## src/rtl/mem_lsu_stage.sv

```systemverilog
// Memory-stage load/store unit: issues req/ack bus cycles for loads and stores
// and registers the M/W boundary (PC, ALU result, raw read word, exception).
module mem_lsu_stage #(
    parameter int TIMEOUT = 255,
    parameter int CNT_W   = 8
) (
    input  logic        clk,
    input  logic        reset,
    input  logic        valid_i,
    input  logic        mem_rd_i,
    input  logic        mem_wr_i,
    input  logic [1:0]  mem_type_i,
    input  logic [31:0] alurs_i,
    input  logic [31:0] wdata_i,
    input  logic [31:0] pc_i,
    input  logic        flush_i,
    output logic        bus_req_o,
    output logic        bus_we_o,
    output logic [31:0] bus_addr_o,
    output logic [3:0]  bus_be_o,
    output logic [31:0] bus_wdata_o,
    input  logic [31:0] bus_rdata_i,
    input  logic        bus_ack_i,
    output logic        stall_o,
    output logic        valid_w_o,
    output logic [31:0] pc_w_o,
    output logic [31:0] alurs_w_o,
    output logic [31:0] rd_w_o,
    output logic [1:0]  exc_w_o
);

    typedef enum logic {
        IDLE,
        WAIT
    } state_t;

    state_t           state;
    state_t           state_n;
    logic [CNT_W-1:0] cnt;
    logic             flush_lat;

    logic        is_mem;
    logic        misal;
    logic [3:0]  be;
    logic [31:0] wd;
    logic        issue;
    logic        ack;
    logic        tmo;
    logic        kill;

    assign is_mem = mem_rd_i | mem_wr_i;

    // Reserved size code 11 falls through to word handling.
    always_comb begin
        be    = 4'b1111;
        wd    = wdata_i;
        misal = |alurs_i[1:0];
        unique case (mem_type_i)
            2'b01: begin
                misal = alurs_i[0];
                be    = alurs_i[1] ? 4'b1100 : 4'b0011;
                wd    = {2{wdata_i[15:0]}};
            end
            2'b10: begin
                misal = 1'b0;
                be    = 4'b0001 << alurs_i[1:0];
                wd    = {4{wdata_i[7:0]}};
            end
            default: ;
        endcase
    end

    assign issue = (state == IDLE) & valid_i & is_mem
                 & ~misal & ~flush_i;
    assign ack   = (state == WAIT) & bus_ack_i;
    assign tmo   = (state == WAIT) & ~bus_ack_i
                 & (cnt == CNT_W'(TIMEOUT - 1));
    assign kill  = flush_lat | flush_i;

    assign stall_o = (state == WAIT) | issue;

    always_comb begin
        state_n = state;
        unique case (state)
            IDLE:    if (issue) state_n = WAIT;
            WAIT:    if (ack || tmo) state_n = IDLE;
            default: state_n = IDLE;
        endcase
    end

    always_ff @(posedge clk or negedge reset) begin
        if (!reset) state <= IDLE;
        else        state <= state_n;
    end

    always_ff @(posedge clk or negedge reset) begin
        if (!reset) begin
            cnt         <= '0;
            flush_lat   <= 1'b0;
            bus_req_o   <= 1'b0;
            bus_we_o    <= 1'b0;
            bus_addr_o  <= '0;
            bus_be_o    <= '0;
            bus_wdata_o <= '0;
            valid_w_o   <= 1'b0;
            pc_w_o      <= '0;
            alurs_w_o   <= '0;
            rd_w_o      <= '0;
            exc_w_o     <= '0;
        end else if (state == IDLE) begin
            if (!valid_i || flush_i) begin
                valid_w_o <= 1'b0;
            end else if (!is_mem || misal) begin
                pc_w_o    <= pc_i;
                alurs_w_o <= alurs_i;
                rd_w_o    <= '0;
                valid_w_o <= 1'b1;
                exc_w_o   <= !is_mem ? 2'b00 :
                             mem_wr_i ? 2'b10 : 2'b01;
            end else begin
                bus_req_o   <= 1'b1;
                bus_we_o    <= mem_wr_i;
                bus_addr_o  <= {alurs_i[31:2], 2'b00};
                bus_be_o    <= be;
                bus_wdata_o <= wd;
                cnt         <= '0;
                flush_lat   <= 1'b0;
                valid_w_o   <= 1'b0;
            end
        end else if (ack || tmo) begin
            // A killed instruction retires silently, even on timeout.
            bus_req_o <= 1'b0;
            pc_w_o    <= pc_i;
            alurs_w_o <= alurs_i;
            rd_w_o    <= (ack && !bus_we_o) ? bus_rdata_i : '0;
            valid_w_o <= ~kill;
            exc_w_o   <= (kill || ack) ? 2'b00 : 2'b11;
            flush_lat <= 1'b0;
        end else begin
            cnt <= cnt + 1'b1;
            if (flush_i) flush_lat <= 1'b1;
        end
    end

endmodule

```

## config.mk

```make
export PLATFORM = sky130hd
export DESIGN_NAME = mem_lsu_stage
export DESIGN_NICKNAME = d
export VERILOG_FILES = /design/src/rtl/mem_lsu_stage.sv
export SDC_FILE = /design/constraint.sdc
export NUM_CORES = 1
export LEC_CHECK = 0
export CAP_MARGIN = 25
export CORE_UTILIZATION = 37
export CTS_BUF_LIST = sky130_fd_sc_hd__clkbuf_8
export DETAILED_ROUTE_END_ITERATION = 12
export HOLD_SLACK_MARGIN = 0.05
export PLACE_DENSITY = 0.72
export SETUP_SLACK_MARGIN = 0.15
export SLEW_MARGIN = 20
export SYNTH_ARGS = -nofsm -noshare
export SYNTH_HDL_FRONTEND = slang
export SYNTH_SLANG_ARGS = --single-unit
export TNS_END_PERCENT = 5
```

## constraint.sdc

```tcl
create_clock -name clk -period 3.85 [get_ports clk]
set_input_delay 0.77 -clock clk [delete_from_list [all_inputs] [get_ports clk]]
set_output_delay 0.77 -clock clk [all_outputs]
set_load 0.02 [all_outputs]
```

Word level (Yosys, flattened, before mapping)
Cells that the tools add are included.

operators by class
  $add $sub $neg = 1
  multipliers = 0
  divide/modulo/power cells = 0
  magnitude comparators = 0
  equal/unequal tests = 8
  shift operators = 1
  muxes and demuxes = 44
  bitwise operators = 17
  reductions and logical operators = 15

operator list
  operator               number
  $mux W32               13
  $pmux W32 S2           1
  $mux W8                4
  $mux W1                15
  $reduce_and A3 Y1      5
  $mux W2                7
  $add A8 B1 Y8 const B  1
  $eq A8 B8 Y1 const B   1
  $pmux W4 S2            1
  $and A1 B1 Y1          7
  $not A1 Y1             7
  $ne A2 B2 Y1 const B   3
  $logic_or A1 B1 Y1     4
  $mux W4                1
  $pmux W1 S2            2
  $shl A1 B2 Y4 const A  1
  $logic_not A1 Y1       3
  $ne A3 B2 Y1 const B   1
  $or A1 B1 Y1           3
  $eq A2 B1 Y1 const B   1
  $eq A2 B2 Y1 const B   1
  $ne A2 B1 Y1 const B   1
  $reduce_bool A2 Y1     1
  $reduce_or A2 Y1       1
  $logic_and A1 B1 Y1    1

word-level totals
  bits in registers = 177
  bits in latches = 0
  RAM bits = 0
  ROM bits = 0
  input bits = 137
  output and inout port bits = 170
  logic and storage cells = 99
  memories kept = 0

Logic depth before layout (Yosys ltp)
  depth in word-level cells = 7
  mapped depth = 8
  gate-level depth less buffers = 6

Worst setup path after synthesis
Ideal clock, no wire load.

  path type = input to output
  start = input port mem_type_i[0]
  end = output port stall_o
  arrival time = 1.976 ns
  required time = 3.080 ns
  path slack = 1.104 ns
  stages on the path = 5
  path buffers = 0
  cells stage by stage = inv_1 > ha_1 > a2bb2oi_1 > nand2_1 > o21ai_0

between the ends
  longest elaborated chain between the ends = 6
  elaborated cells between the ends (all ways) = 7
  classes of those cells = eq/ne (2); mux (1); bitwise (4)

ends and longest elaborated chain
  element                                       line  source
  start: declaration                            12    input logic [1:0] mem_type_i,
  $eq A2 B2 Y1 or $eq A2 B1 Y1 (tied branches)  58    unique case (mem_type_i)
  $pmux W1 S2 *                                 58
  $not A1 Y1 *                                  74    & ~misal & ~flush_i;
  $and A1 B1 Y1 * (2 in a row)                  74
  $or A1 B1 Y1 *                                80    assign stall_o = (state == WAIT) | issue;
  end: declaration                              24    output logic stall_o,

Mark *: on every way between the ends. The rest lies on a longest branch, timed or not.

Final worst setup path
Ends and elaborated chain as after synthesis.

==> flow_summary.json <==
{
  "clock_latency_ns": 0.45,
  "grt_pass1_vias": 5334,
  "grt_pass1_wl_mm": 29.4,
  "grt_overflow": 0,
  "min-delay-path-class": "input pin to async pin",
  "tritoncts": "done",
  "maxCapViolCount": 0,
  "crit_chain": "clkdlybuf4s50_1 > inv_1 > ha_1 > a2bb2oi_1 > nand2_1 > o21ai_0 > dlymetal6s2s_1",
  "min_period_ns": 3.18,
  "portBuffers": 304,
  "worstSetupPathType": "input pin to output port",
  "std_cell_rows": 51,
  "htree_num_levels": 4,
  "drive_gt1_share_pct": 18.4,
  "grt_max_degree": 73,
  "syn-cell-area_sq_mm": 0.00730,
  "finalCritPeriodShare_pct": 82.6,
  "antenna_left": 0,
  "cp_slowest_cell": "clkdlybuf4s50_1",
  "p_per_area_mw_per_mm2": 597,
  "firstDrtPassIters": 5,
  "synth_seq_cells": 177,
  "p_leak_uw": 0.00485,
  "die_area_sq_mm": 0.0203,
  "crit_arrival_ns": 2.41,
  "cts-root-buf": "clkbuf_8",
  "maxSlewHeadroom_pct": 58.0,
  "stdcell_area_sq_mm": 0.0110,
  "grt.total_usage_pct": 18.9,
  "yosysUniqueCellTypes": 46,
  "hold_buffers": 0,
  "cts_buffers": 17,
  "cts_resized": 0,
  "hold_viol": 0,
  "core_area_sq_mm": 0.0194,
  "clk_pin_slew_ns": 0.10,
  "syn_avg_cell_area_sq_um": 13.7,
  "ys.flop_type": "dfrtp_1",
  "dr.first_iter.drc_count": 236,
  "clock-sinks": 177,
  "async_flop_share_pct": 100,
  "fmax_mhz": 314,
  "seq_area_frac_synth_pct": 60.7,
  "slowest_delay_ns": 0.52,
  "avgRoutedWirePerCell_um": 17.2,
  "irDropWorstVdd_mv": 0.230,
  "crit_start": "mem_type_i[0]",
  "final_core_util_pct": 56.9,
  "viasPerCell": 4.83,
  "fin_setup_tns_ns": 0,
  "skew_ns": 0.0215,
  "wl_mm": 19.2,
  "required_ns": 3.08,
  "grt_setup_unrepaired": "no",
  "place_area_sq_mm": 0.0106,
  "ys.warnings.count": 0,
  "fin_nets": 980,
  "synth_edf_count": 0,
  "start_kind": "input pin",
  "die_w_um": 142,
  "antennaDiodeCount": 0,
  "cts_post_setup_buffers_inserted": 0,
  "cts_buffer_depth": 2,
  "setup.worst_path.end_class": "output port",
  "cp_max_fo": 7,
  "place_hpwl_mm": 13.9,
  "worst_slew_pin_slew_ns": 0.627,
  "gp_congestion": 0.797,
  "rr_startpoint": "cnt[0]",
  "syn_inst": 532,
  "start_util_pct": 37.6,
  "die_h_um": 142,
  "drcViolationCount": 0,
  "final-setup-viol-count": 0,
  "io_pins": 307,
  "area_delta_synth_final_pct": 51.2,
  "slew_violations": 0,
  "dr_total_vias": 5392,
  "status": "complete, no violations",
  "antenna_found_initial": 0
}
## placed cells by master, fill, tap and decap left out, types with 2 or more instances in the layout
cell / Yosys / final
conb_1: 1 / 2
clkinv_4: 0 / 3
ha_1: 4 / 4
and3_1: 3 / 3
o21ba_2: 2 / 2
nor2b_1: 2 / 2
mux2_1: 7 / 7
inv_1: 8 / 10
nand4_2: 2 / 2
nand4b_1: 3 / 3
nand2_1: 39 / 39
a21oi_1: 11 / 11
nor2_1: 15 / 14
dfrtp_1: 177 / 177
nand3_1: 9 / 8
a22oi_1: 24 / 24
o21ai_0: 35 / 35
inv_8: 0 / 3
mux2_4: 35 / 35
o211ai_1: 4 / 4
buf_4: 9 / 15
buf_12: 0 / 3
a21o_1: 2 / 2
clkbuf_8: 0 / 17
mux2_2: 62 / 62
clkdlybuf4s50_1: 0 / 302
clkinvlp_4: 0 / 2
inv_6: 0 / 3
a22o_1: 32 / 32
## path summary, 6_finish.rpt
check / end / slack (ns) / cells after the start
max: stall_o / 0.67 / 7
min: bus_wdata_o[25] / 0.22 / 1
max reg2reg: alurs_w_o[16] / 1.81 / 7
min reg2reg: bus_wdata_o[14] / 0.48 / 2
max in group asynchronous: alurs_w_o[5] / 2.83 / 2
min in group clk: bus_wdata_o[14] / 0.48 / 2
## sequential cells by signal, indices dropped and copies added, names as in the netlist
register and count:
alurs_w_o 32, bus_addr_o 30, bus_be_o 4, bus_req_o 1
bus_wdata_o 32, bus_we_o 1, cnt 8, exc_w_o 2
flush_lat 1, pc_w_o 32, rd_w_o 32, state 1
valid_w_o 1
## routing by layer
metal  GRT usage [%]  up-vias  wire, um
li1                -     2537         -
met1            23.4     2670      7970
met2            31.7      169      9670
met3            5.15       16      1280
met4            6.23        0       290
met5               0        -         0
## per-stage QoR
step / hold slack, ns / instances / worst slack (ns) / power [uW]
floorplan: 0.474 / 533 / 1.10 / 3980
global placement: 0.462 / 1085 / 0.243 / 5330
detailed placement: 0.469 / 1085 / 0.276 / 5380
CTS: 0.186 / 1117 / 0.246 / 6680
global route: 0.197 / 1117 / 0.506 / 6940
finish: 0.216 / 1117 / 0.669 / 6590
## layout make-up
cell class | count | area (sq um)
multi-input cells | 313 | 2640
clock inverters | 15 | 155
well taps | 265 | 332
repair buffers | 322 | 3220
fillers | 1683 | 8360
inverters | 8 | 30.0
clock buffers | 17 | 234
flip-flops and latches | 177 | 4430
## cell families (layout without fill, tap and decap cells)
| family | Yosys count | count (layout) | synth area share [%] |
|---|---|---|---|
| flops | 177 | 177 | 60.7 |
| compound gates | 121 | 121 | 11.8 |
| other cells | 1 | 2 | 0.0514 |
| buf+inv | 43 | 362 | 3.43 |
| xor+xnor | 2 | 2 | 0.240 |
| fa+ha+maj | 4 | 4 | 0.686 |
| mux | 104 | 104 | 17.8 |
| simple gates | 80 | 80 | 5.31 |
## critical path: cells and delay by family
family | cells | cell delay [ns]
buffers and inverters | 3 | 0.83
adders and majority gates | 1 | 0.36
AOI/OAI and AO/OA | 2 | 0.35
and+or+nand+nor | 1 | 0.10
## cell usage after synthesis (all sizes together) (2+ instances only)
cell      n  area [sq um]
and3      3          18.8
a22o     32           280
clkbuf   14          52.6
nor2b     2          12.5
nor2     15          56.3
a22oi    25           201
nand2    39           146
mux2    104          1300
o211ai    4          30.0
nand3     9          45.0
ha        4          50.1
inv       8          30.0
nand4b    3          26.3
buf      21           168
a21o      2          15.0
a21oi    11          55.1
o21ai    37           189
nand4     2          25.0
dfrtp   177          4430
o21ba     2          20.0
## report_power, final
group	internal (uW)	switching, uW	leakage (uW)
clock network	535	732	0.000198
registers	2380	293	0.00219
logic	1420	1230	0.00246
Note: power is estimated with default switching activity, not from simulation.
